### src/rtl/puf_seq_ctrl.sv
// puf_seq_ctrl: UART command sequencer for a PUF evaluation engine.
// Decodes NOP/SEL/RUN/WAIT command bytes, requests evaluations and returns one byte per result.
module puf_seq_ctrl #(
  parameter int DP_WIDTH = 8,
  parameter int WAIT_W   = 8,
  parameter int TIMEOUT  = 1024
) (
  input  logic                clk,
  input  logic                rst_n,
  input  logic [DP_WIDTH-1:0] rx_data_i,
  input  logic                rx_valid_i,
  output logic [DP_WIDTH-1:0] tx_data_o,
  output logic                tx_valid_o,
  input  logic                tx_busy_i,
  output logic                puf_req_o,
  output logic [DP_WIDTH-1:0] puf_sel_o,
  output logic [WAIT_W-1:0]   puf_wait_cyc_o,
  input  logic                puf_busy_i,
  input  logic                puf_valid_i,
  input  logic [5:0]          puf_q_i,
  output logic                busy_o
);

  localparam int TMO_W = (TIMEOUT > 2) ? $clog2(TIMEOUT) : 1;

  localparam logic [1:0] OP_NOP  = 2'b00;
  localparam logic [1:0] OP_SEL  = 2'b01;
  localparam logic [1:0] OP_RUN  = 2'b10;
  localparam logic [1:0] OP_WAIT = 2'b11;

  typedef enum logic [2:0] {
    S_IDLE,
    S_REQ,
    S_WAIT_RESP,
    S_TX,
    S_TX_HOLD,
    S_TX_WAIT
  } state_t;

  state_t              r_state;
  logic [DP_WIDTH-1:0] r_tx_data;
  logic [DP_WIDTH-1:0] r_tx_byte;
  logic                r_tx_valid;
  logic                r_puf_req;
  logic [DP_WIDTH-1:0] r_puf_sel;
  logic [WAIT_W-1:0]   r_wait_cyc;
  logic [5:0]          r_run_cnt;
  logic [TMO_W-1:0]    r_tmo;
  logic                r_is_run;

  logic [1:0] w_opcode;
  logic [5:0] w_arg;
  logic       w_tmo_expire;

  assign w_opcode = rx_data_i[7:6];
  assign w_arg    = rx_data_i[5:0];

  // The counter is 0 in the request-pulse cycle; expiry fires as it steps onto TIMEOUT-1,
  // so the error strobe lands exactly TIMEOUT cycles after the request pulse.
  assign w_tmo_expire = (r_tmo == TMO_W'(TIMEOUT - 2));

  always_ff @(posedge clk or negedge rst_n) begin
    if (!rst_n) begin
      r_state    <= S_IDLE;
      r_tx_data  <= '0;
      r_tx_byte  <= '0;
      r_tx_valid <= 1'b0;
      r_puf_req  <= 1'b0;
      r_puf_sel  <= '0;
      r_wait_cyc <= '0;
      r_run_cnt  <= '0;
      r_tmo      <= '0;
      r_is_run   <= 1'b0;
    end else begin
      r_tx_valid <= 1'b0;
      r_puf_req  <= 1'b0;
      case (r_state)
        S_IDLE: begin
          if (rx_valid_i) begin
            r_tx_byte <= rx_data_i;
            case (w_opcode)
              OP_SEL: begin
                r_puf_sel <= DP_WIDTH'(w_arg);
                r_is_run  <= 1'b0;
                r_state   <= S_TX;
              end
              OP_WAIT: begin
                r_wait_cyc <= WAIT_W'(w_arg);
                r_is_run   <= 1'b0;
                r_state    <= S_TX;
              end
              OP_RUN: begin
                r_run_cnt <= w_arg;
                r_is_run  <= 1'b1;
                r_state   <= S_REQ;
              end
              OP_NOP: r_state <= S_IDLE;
              default: r_state <= S_IDLE;
            endcase
          end
        end

        S_REQ: begin
          if (!puf_busy_i) begin
            r_puf_req <= 1'b1;
            r_tmo     <= '0;
            r_state   <= S_WAIT_RESP;
          end
        end

        // A response arriving in the expiry cycle still wins over the error byte.
        S_WAIT_RESP: begin
          if (puf_valid_i) begin
            r_tx_byte <= DP_WIDTH'({2'b10, puf_q_i});
            r_state   <= S_TX;
          end else if (w_tmo_expire) begin
            r_tx_byte <= DP_WIDTH'(8'hEE);
            r_run_cnt <= '0;
            r_state   <= S_TX;
          end else begin
            r_tmo <= r_tmo + TMO_W'(1);
          end
        end

        S_TX: begin
          if (!tx_busy_i) begin
            r_tx_data  <= r_tx_byte;
            r_tx_valid <= 1'b1;
            r_state    <= S_TX_HOLD;
          end
        end

        S_TX_HOLD: r_state <= S_TX_WAIT;

        S_TX_WAIT: begin
          if (!tx_busy_i) begin
            if (r_is_run && (r_run_cnt != 6'd0)) begin
              r_run_cnt <= r_run_cnt - 6'd1;
              r_state   <= S_REQ;
            end else begin
              r_state <= S_IDLE;
            end
          end
        end

        default: r_state <= S_IDLE;
      endcase
    end
  end

  assign tx_data_o      = r_tx_data;
  assign tx_valid_o     = r_tx_valid;
  assign puf_req_o      = r_puf_req;
  assign puf_sel_o      = r_puf_sel;
  assign puf_wait_cyc_o = r_wait_cyc;
  assign busy_o         = (r_state != S_IDLE);

endmodule

### config.mk
export PLATFORM = sky130hd
export DESIGN_NAME = puf_seq_ctrl
export DESIGN_NICKNAME = d
export VERILOG_FILES = /design/src/rtl/puf_seq_ctrl.sv
export SDC_FILE = /design/constraint.sdc
export NUM_CORES = 1
export LEC_CHECK = 0
export ABC_AREA = 0
export CAP_MARGIN = 20
export CORE_ASPECT_RATIO = 0.6
export CORE_UTILIZATION = 57
export DETAILED_ROUTE_END_ITERATION = 12
export HOLD_SLACK_MARGIN = 0.12
export PLACE_DENSITY = 0.95
export SYNTH_ARGS = -nofsm -noshare
export SYNTH_HDL_FRONTEND = slang
export SYNTH_SLANG_ARGS = --single-unit
export TNS_END_PERCENT = 100
### constraint.sdc
create_clock -name clk -period 3.1 [get_ports clk]
set_input_delay 0.31 -clock clk [delete_from_list [all_inputs] [get_ports clk]]
set_output_delay 0.31 -clock clk [all_outputs]
set_load 0.02 [all_outputs]
==> results of run 1 <==
-- sequential cells by signal, indices dropped and copies added, names as in the netlist --
signal and flops:
r_tmo 10, r_tx_byte 8, tx_data_o 8, puf_wait_cyc_o 6, r_state 3, tx_valid_o 1, puf_req_o 1, r_is_run 1
r_run_cnt 6, puf_sel_o 6
-- Yosys cell counts (all sizes together), types with 2 or more instances --
library cell,n
nand2b,4
clkbuf,2
nor2,25
o31ai,4
inv,12
a32oi,3
buf,12
a21boi,2
nor4,3
o22ai,7
mux2,20
nand3b,5
nor3b,5
nor3,11
a311oi,2
xnor2,7
nand3,3
dfrtp,50
o22a,2
a21oi,16
a211oi,2
ha,4
o21ai,10
and2,2
nand2,11
-- final timing paths --
check                              from           endpoint  slack [ns]  cells past startpoint
min reg2reg                puf_sel_o[0]       puf_sel_o[0]        0.51                      1
min                               rst_n           r_tmo[2]        0.37                      2
max in group asynchronous         rst_n  puf_wait_cyc_o[2]        2.25                      3
max reg2reg                  r_state[1]           r_tmo[8]        0.61                      5
max                          r_state[1]           r_tmo[8]        0.61                      5
min in group clk           puf_sel_o[0]       puf_sel_o[0]        0.51                      1
-- cell families after synthesis --
group           after synthesis  share of synthesized area
compound gates               60                      0.164
xor+xnor                      7                     0.0229
fa+ha+maj                     4                     0.0187
flops                        50                      0.468
mux                          21                     0.0879
other cells                   1                    0.00140
buf+inv                      26                     0.0598
simple gates                 76                      0.178
-- per-layer routing --
metal	vias to the layer above	part of all wire	global-route usage
li1	951	-	-
met1	1029	0.45	0.350
met2	89	0.45	0.436
met3	15	0.089	0.0902
met4	0	0.013	0.0806
met5	-	0	0
-- area by class of cell --
class | count | area [µm²]
fill | 290 | 1110
multi-input combinational | 172 | 1280
clock buffer | 5 | 68.8
sequential | 50 | 1250
inverter | 12 | 45.0
clock inverter | 3 | 26.3
timing repair buffer | 44 | 445
tap | 60 | 75.1
-- power by group through the flow --
stage               Clock [mW]  Combinational (mW)  Sequential [mW]
finish                   0.409                1.44             1.21
global route             0.437                1.57             1.25
CTS                      0.413                1.44             1.20
detailed placement           0                1.42             1.21
global placement             0                1.37             1.18
floorplan                    0               0.910             1.24
-- critical path: stages (launching register included) --
cell,delay [ns]
dfrtp_1,0.82
and2b_4,0.30
a2111oi_4,0.83
nor3_1,0.15
xnor2_1,0.19
nor2_1,0.06
==> summary.md, run 1 <==
| Metric | Value |
|---|---|
| Status | `finished clean` |
| Leakage | `1.30 nW` |
| Hold/Removal Path Class | `input port to asynchronous set/reset pin` |
| Drt drc | `0` |
| Cell variety after synth | `56` |
| Yosys top cell by area | `dfrtp_1` |
| Post-Syn Area | `0.00268 mm²` |
| CTS tree | `done` |
| Setup crit end kind | `flop` |
| Final instance area | `0.00319 mm²` |
| Placed cell count | `~340` |
| Final setup fails | `0` |
| Most frequent cells in the layout | `50 x dfrtp_1, 41 x clkdlybuf4s50_1, 25 x nor2_1, 20 x mux2_2, 16 x a21oi_1` |
| Overall Power | `3.06 mW` |
| IR drop worst, VDD | `0.593 mV` |
| Final min period | `2.49 ns` |
| TNS Setup | `0 ns` |
| Die extent in x | `90.5 µm` |
| First-pass DRT Iterations | `4` |
| Async SR Flop Fraction | `1.00` |
| Pint | `1.78 mW` |
| Pin count of the biggest net entering global routing | `51` |
| Total of max-cap violations | `0` |
| Post-CTS Setup Bufs | `0` |
| Total GRT Usage | `0.268` |
| Ant. Diodes | `0` |
| Comb power frac | `0.471` |
| Skew final | `0.0121 ns` |
| Synthesis Warnings | `0` |
| First-pass GRT wire length | `9870 µm` |
| Worst Path Required | `around 3.3 ns` |
| CTS Hold Buffers Added | `0` |
| Area grow syn2layout | `19.1%` |
| Final wirelength | `between 6000 and 7000 µm` |
| Post-DP HPWL | `roughly 4500 µm` |
| RSZ-0062 raised after global routing | `false` |
| Worst hold slack | `0.373 ns` |
| Critical Path Start Type | `flop` |
| CTS Sinks | `50` |
| DP Area | `0.00306 mm²` |
| Psw | `1.29 mW` |
| DR vias | `2084` |
| Clock share of power | `0.134` |
| Top FF cell, synth | `dfrtp_1` |
| CP max FO | `24` |
| CP Class | `flop to flop` |
| Yosys reg bits | `50` |
| Post-Synthesis Cells | `approximately 250` |
| Num CTS Buffers | `5` |
| Avg WL per Cell | `18.2 µm` |
| Final Max Tran Viols | `0` |
| Power Density | `961 mW/mm²` |
| Die area | `0.00498 mm²` |
| Fin crit share | `0.803` |
| Via/cell ratio | `6.02` |
| Layout cell share with drive strength beyond 1 | `0.182` |
| Die Height | `55.1 µm` |
| Sequential share of power | `0.396` |
| Most common cell after layout, fill and taps aside | `dfrtp_1` |
| Vias in the first global route | `1957` |
| Number of core rows | `18` |
| Fmax | `about 0.4 GHz` |
| Initial antenna violation count | `0` |
| Setup WS pre-CTS | `0.686 ns` |
| Sw Ratio | `0.420` |
| Net count, final | `309` |
| Clk slew on worst S/H paths | `0.10 ns` |
| Syn_area_per_cell | `10.9 µm²` |
| Critical path arrival | `2.67 ns` |
| Seq/Total Area, Yosys | `0.468` |
| Worst setup margin | `roughly 0.6 ns` |
| Largest buffer count on any clock path | `2` |
| Post-cts gate resize count | `0` |
| H-tree depth | `2` |
| Fin cells | `346` |
| Max_slew headroom | `0.417` |
| Initial DRC count | `approximately 220` |
| Placeable Area | `~0.0043 mm²` |
| Synth top area share | `0.468` |
| Placer Congestion | `between 0.8 and 0.9` |
| Grt ovf | `0` |
| # IOs | `47` |
| EDFF count, synth | `0` |
| Largest cells by area after synthesis | `dfrtp_1 47%, mux2_2 8.4%, nor2_1 3.5%, a21oi_1 3.0%, buf_6 2.5%` |
| Routed Antenna Nets | `0` |
| Worst Tran Pin Value | `0.874 ns` |
| Starting density of the core | `0.622` |
| Final core utilization | `0.741` |
| Fin. Hold Viols | `0` |
| Root buf cell | `clkbuf_8` |
| Worst-skew pair later-pin latency | `between 0.3 and 0.4 ns` |
| PortBufs | `42` |
Note: power is estimated with default switching activity, not from simulation.
==> run 2: changes to the inputs <==
Settings changed: CORE_UTILIZATION 57 to 53, PLACE_DENSITY 0.95 to 0.9.
Clock period 3.1 ns to 2.5 ns, I/O delays scaled along.
==> run 2 against run 1 <==
Final area rose by 0.98%; final cell count rose by 2.6%; worst setup slack got worse by 0.45 ns; hold slack improved by 0.063 ns; flip-flop and latch count did not move; via count fell by 1.1%; critical endpoint is now busy_o; largest power group unchanged.
==> summary.md, run 2 (synthesized netlist as in run 1, its figures left out) <==
| Metric | Value |
|---|---|
| Routed Antenna Nets | `0 (unchanged)` |
| Status | `finished clean` |
| Drt drc | `0 (unchanged)` |
| Initial antenna violation count | `0 (unchanged)` |
| Worst path max stage delay | `0.64 ns (-0.19 ns)` |
| Most flop-heavy register | `r_tmo` |
| Fin crit share | `0.937` |
| Final wirelength | `6200 µm (-1.4%)` |
| Leakage | `1.32 nW (+1.6%)` |
| Total GRT Usage | `0.251 (-0.0171)` |
| Root buf cell | `clkbuf_8` |
| Max_slew headroom | `0.545 (+0.128)` |
| Most common cell after layout, fill and taps aside | `dfrtp_1` |
| Worst Tran Pin Value | `0.682 ns (-0.191 ns)` |
| Final setup fails | `0 (unchanged)` |
| Post-cts gate resize count | `0 (unchanged)` |
| Critical path arrival | `2.09 ns (-0.58 ns)` |
| PortBufs | `42 (unchanged)` |
| Final core utilization | `0.684 (-0.0572)` |
| H-tree depth | `2 (unchanged)` |
| Post-DP HPWL | `4450 µm (-0.27%)` |
| Hold/Removal Path Class | `input port to asynchronous set/reset pin` |
| Fmax | `roughly 0.43 GHz` |
| Clk slew on worst S/H paths | `0.10 ns (about the same)` |
| TNS Setup | `0 ns (unchanged)` |
| DR vias | `2061 (-1.1%)` |
| # IOs | `47 (unchanged)` |
| Setup WS pre-CTS | `0.376 ns (-0.310 ns)` |
| Largest buffer count on any clock path | `2 (unchanged)` |
| Number of flip-flops in the largest register | `10 (unchanged)` |
| Most frequent cells in the layout | `50 x dfrtp_1, 41 x clkdlybuf4s50_1, 25 x nor2_1, 20 x mux2_2, 16 x a21oi_1` |
| Multi-input logic area | `0.00128 mm² (unchanged)` |
| Worst-skew pair later-pin latency | `0.31 ns (about the same)` |
| CP Class | `flop to primary output` |
| CTS Sinks | `50 (unchanged)` |
| Placeable Area | `0.00471 mm² (+9.4%)` |
| Pin count of the biggest net entering global routing | `30 (-41%)` |
| # fillers | `354 (+22%)` |
| First-pass GRT wire length | `9930 µm (+0.63%)` |
| Number of core rows | `19 (+1)` |
| Final instance area | `0.00322 mm² (+0.98%)` |
| CP max FO | `19 (-21%)` |
| RSZ-0062 raised after global routing | `false` |
| Worst hold slack | `0.436 ns (+0.0631 ns)` |
| Skew final | `0.0114 ns (-0.000681 ns)` |
| Fin. Hold Viols | `0 (unchanged)` |
| Net count, final | `315 (+1.9%)` |
| Vias in the first global route | `1929 (-1.4%)` |
| Starting density of the core | `0.569 (-0.0536)` |
| Final Max Tran Viols | `0 (unchanged)` |
| Placer Congestion | `0.886 (+4.6%)` |
| Worst Path Required | `2.25 ns (-1.03 ns)` |
| Placed cell count | `346 (+3.0%)` |
| Post-CTS Setup Bufs | `0 (unchanged)` |
| Die Height | `57.0 µm (+3.6%)` |
| Die extent in x | `93.7 µm (+3.6%)` |
| Avg WL per Cell | `17.5 µm (-3.9%)` |
| Die area | `0.00535 mm² (+7.3%)` |
| Power Density | `1180 mW/mm² (+23%)` |
| DP Area | `0.00312 mm² (+1.8%)` |
| Worst setup margin | `0.159 ns (-0.453 ns)` |
| Crit-path cells | `nor3_1 -> inv_1 -> clkdlybuf4s50_1` |
| Total of max-cap violations | `0 (unchanged)` |
| IR drop worst, VDD | `0.737 mV (+24%)` |
| Ant. Diodes | `0 (unchanged)` |
| Num CTS Buffers | `5 (unchanged)` |
| Fin cells | `355 (+2.6%)` |
| CTS tree | `done` |
| Initial DRC count | `181 (-19%)` |
| Setup crit end kind | `primary output` |
| CTS Hold Buffers Added | `1 (+1)` |
| Overall Power | `3.79 mW (+24%)` |
| Via/cell ratio | `5.81 (-3.6%)` |
| First-pass DRT Iterations | `4 (unchanged)` |
| Register area | `0.00125 mm² (unchanged)` |
| Layout cell share with drive strength beyond 1 | `0.199 (+0.0168)` |
| Crit-path slowest cell | `dfrtp_1` |
| Area grow syn2layout | `20.3%` |
| Critical Path Start Type | `flop` |
| Grt ovf | `0 (unchanged)` |
| Final min period | `2.34 ns` |
-- run 2: cell types whose count changed in the layout (fill, tap and decap cells not counted), sizes merged --
cell      previous run  this run
buf                  2         8
clkinv               1         2
clkinvlp             0         1
inv                 14        12
-- run 2: power by group --
part / internal (mW) / switching [mW] / total [mW]
registers: 1.15 / 0.332 / 1.48
logic: 0.877 / 0.964 / 1.84
clock network: 0.197 / 0.275 / 0.472
-- run 2: worst max-delay path, delay by kind of cell (launching register included) --
| kind | cells | cell delay (ns) |
|---|---|---|
| AND/OR/NAND/NOR | 1 | 0.47 |
| flip-flops | 1 | 0.64 |
| buffers and inverters | 2 | 0.69 |
-- run 2: final cells by class --
type	instances	area share
clock buffer	5	0.0214
sequential	50	0.389
inverter	12	0.0140
clock inverter	3	0.00661
tap	63	0.0245
timing repair buffer	50	0.148
multi-input combinational	172	0.396
-- run 2: metal layers --
metal  track usage  share of wire  wire length, µm
met5             0              0                0
met4        0.0725         0.0085               53
met3        0.0680          0.075              464
met2         0.357           0.44             2710
met1         0.378           0.48             2970
-- run 2: final timing paths --
path                       slack (ns)  cells after the start      endpoint         start
max                              0.16                      3        busy_o    r_state[2]
min                              0.44                      3      r_tmo[3]         rst_n
max reg2reg                      0.29                      5  r_run_cnt[4]    r_state[2]
min reg2reg                      0.52                      1  tx_data_o[6]  r_tx_byte[6]
max in group asynchronous        1.72                      3  puf_sel_o[0]         rst_n
min in group clk                 0.52                      1  tx_data_o[6]  r_tx_byte[6]
==> run 3: changes to the inputs <==
Settings changed: MAX_ROUTING_LAYER set to met4.
==> run 3 against run 2 <==
Flip-flop and latch count unchanged; highest routed layer unchanged; sequential power barely moved; critical path type unchanged; hold slack better by 0.089 ns; wire length up 0.42%; final cell count shrank 0.56%.
==> summary.md, run 3 (synthesized netlist as in run 1, its figures left out) <==
| Metric | Value |
|---|---|
| Leakage | `1.32 nW (-0.57%)` |
| Worst hold slack | `0.525 ns (+0.0886 ns)` |
| Grt ovf | `0 (unchanged)` |
| Crit-path cells | `nor3_2 -> inv_1 -> clkdlybuf4s50_1` |
| Die area | `0.00535 mm² (unchanged)` |
| Number of flip-flops in the largest register | `10 (unchanged)` |
| Placeable Area | `0.00471 mm² (unchanged)` |
| Final min period | `2.31 ns (-0.0357 ns)` |
| Via/cell ratio | `5.93 (+2.2%)` |
| Comb power frac | `0.482 (-0.004)` |
| Crit-path slowest cell | `dfrtp_1` |
| Total of max-cap violations | `0 (unchanged)` |
| CTS Sinks | `50 (unchanged)` |
| Die Height | `57.0 µm (unchanged)` |
| Setup crit end kind | `primary output` |
| Die extent in x | `93.7 µm (unchanged)` |
| Placer Congestion | `0.877 (-1.0%)` |
| Hold/Removal Path Class | `flop to flop` |
| Initial DRC count | `232 (+28%)` |
| Metal2 WL | `2680 µm (-1.4%)` |
| Area grow syn2layout | `20.1%` |
| Worst path max stage delay | `0.80 ns (+0.16 ns)` |
| DR vias | `2095 (+1.6%)` |
| Most flop-heavy register | `r_tmo` |
| Power Density | `1190 mW/mm² (+1.1%)` |
| Vias in the first global route | `2051 (+6.3%)` |
| Final core utilization | `0.683 (-0.00133)` |
| Avg WL per Cell | `17.6 µm (+0.99%)` |
| Final Max Tran Viols | `0 (unchanged)` |
| CP max FO | `19 (unchanged)` |
| Number of core rows | `19 (unchanged)` |
| Met1 WL | `2950 µm (-0.71%)` |
| Worst Tran Pin Value | `0.697 ns (+0.0147 ns)` |
| Post-DP HPWL | `4490 µm (+0.89%)` |
| # IOs | `47 (unchanged)` |
| Drt drc | `0 (unchanged)` |
| Starting density of the core | `0.569 (unchanged)` |
| PortBufs | `42 (unchanged)` |
| Routed wl met3 | `518 µm (+12%)` |
| Ant. Diodes | `0 (unchanged)` |
| Worst Path Required | `2.25 ns (about the same)` |
| Post-CTS Setup Bufs | `0 (unchanged)` |
| Routed Antenna Nets | `0 (unchanged)` |
| Layout cell share with drive strength beyond 1 | `0.197 (-0.00208)` |
| Sequential share of power | `0.390 (about the same)` |
| Top sig layer | `met4` |
| Status | `finished clean` |
| Most common cell after layout, fill and taps aside | `dfrtp_1` |
| Clk slew on worst S/H paths | `0.10 ns (about the same)` |
| Worst-skew pair later-pin latency | `0.31 ns (about the same)` |
| Final setup fails | `0 (unchanged)` |
| Sw Ratio | `0.420 (+0.00606)` |
| Overall Power | `3.82 mW (+0.87%)` |
| IR drop worst, VDD | `0.747 mV (+1.3%)` |
| Root buf cell | `clkbuf_8` |
| Largest buffer count on any clock path | `2 (unchanged)` |
| CTS tree | `done` |
| Most frequent cells in the layout | `50 x dfrtp_1, 41 x clkdlybuf4s50_1, 25 x nor2_1, 20 x mux2_2, 16 x a21oi_1` |
| Initial antenna violation count | `0 (unchanged)` |
| H-tree depth | `2 (unchanged)` |
| Max_slew headroom | `0.535 (-0.00978)` |
| Critical Path Start Type | `flop` |
| Final instance area | `0.00321 mm² (-0.19%)` |
| Clock share of power | `0.128 (+0.004)` |
| Skew final | `0.00931 ns (-0.00210 ns)` |
| Fin. Hold Viols | `0 (unchanged)` |
| Final wirelength | `6230 µm (+0.42%)` |
| Total GRT Usage | `0.261 (+0.00970)` |
| First-pass GRT wire length | `10200 µm (+2.9%)` |
| RSZ-0062 raised after global routing | `false` |
| Net count, final | `313 (-0.63%)` |
| Pin count of the biggest net entering global routing | `51 (+70%)` |
| Critical path arrival | `2.06 ns (-0.03 ns)` |
| Fin crit share | `0.922 (-0.0143)` |
| TNS Setup | `0 ns (unchanged)` |
| Psw | `1.61 mW (+2.3%)` |
| DP Area | `0.00310 mm² (-0.48%)` |
| Num CTS Buffers | `5 (unchanged)` |
| CP Class | `flop to primary output` |
| Pint | `2.22 mW (-0.17%)` |
| First-pass DRT Iterations | `5 (+1)` |
| Fmax | `0.434 GHz (+1.5%)` |
## run 3: changes by cell type in the layout (fill, tap and decap cells not counted), sizes merged
cell	previous run	this run
clkinv	2	1
inv	12	13
buf	8	6
## run 3: critical path: cells and delay by family, from the launching register on
kind	cells	cell delay (ns)
flops	1	0.80
buf+inv	2	0.79
simple gates	1	0.15
## run 3: through the flow
stage,instances,setup WS [ns]
floorplan,248,0.847
global placement,344,0.473
detailed placement,344,0.334
CTS,353,0.171
global route,353,0.104
finish,353,0.194
## run 3: power groups by stage
| stage | logic (mW) | clock network, mW | registers (mW) |
|---|---|---|---|
| global placement | 1.75 | 0 | 1.45 |
| global route | 1.98 | 0.532 | 1.53 |
| finish | 1.84 | 0.491 | 1.49 |
| CTS | 1.83 | 0.491 | 1.47 |
| floorplan | 1.13 | 0 | 1.54 |
| detailed placement | 1.80 | 0 | 1.48 |
## run 3: path summary, 6_finish.rpt
path | end | startpoint | cells past startpoint | slack [ns]
min reg2reg | tx_data_o[5] | tx_data_o[5] | 1 | 0.53
max in group asynchronous | tx_data_o[4] | rst_n | 3 | 1.50
min | tx_data_o[5] | tx_data_o[5] | 1 | 0.53
max | busy_o | r_state[2] | 3 | 0.19
min in group asynchronous | r_tmo[3] | rst_n | 3 | 0.55
max reg2reg | r_run_cnt[3] | r_state[2] | 5 | 0.27
## run 3: area by class of cell
class,instances,area (µm²)
fillers,335,1490
multi-input cells,172,1280
flip-flops and latches,50,1250
repair buffers,48,463
well taps,63,78.8
clock buffers,5,68.8
inverters,12,45.0
clock inverters,3,25.0
## run 3: repair_timing
| action | CTS | global route |
|---|---|---|
| hold endpoints to repair | 50 | 0 |
| endpoints found under the setup margin | 0 | 1 |
| gates resized for setup | 0 | 1 |
| hold buffers | 1 | 0 |
## run 3: routing by layer
| layer | up-vias | GRT usage |
|---|---|---|
| met5 | - | - |
| li1 | 960 | - |
| met4 | 0 | 0.0725 |
| met3 | 11 | 0.0560 |
| met1 | 1025 | 0.388 |
| met2 | 99 | 0.359 |
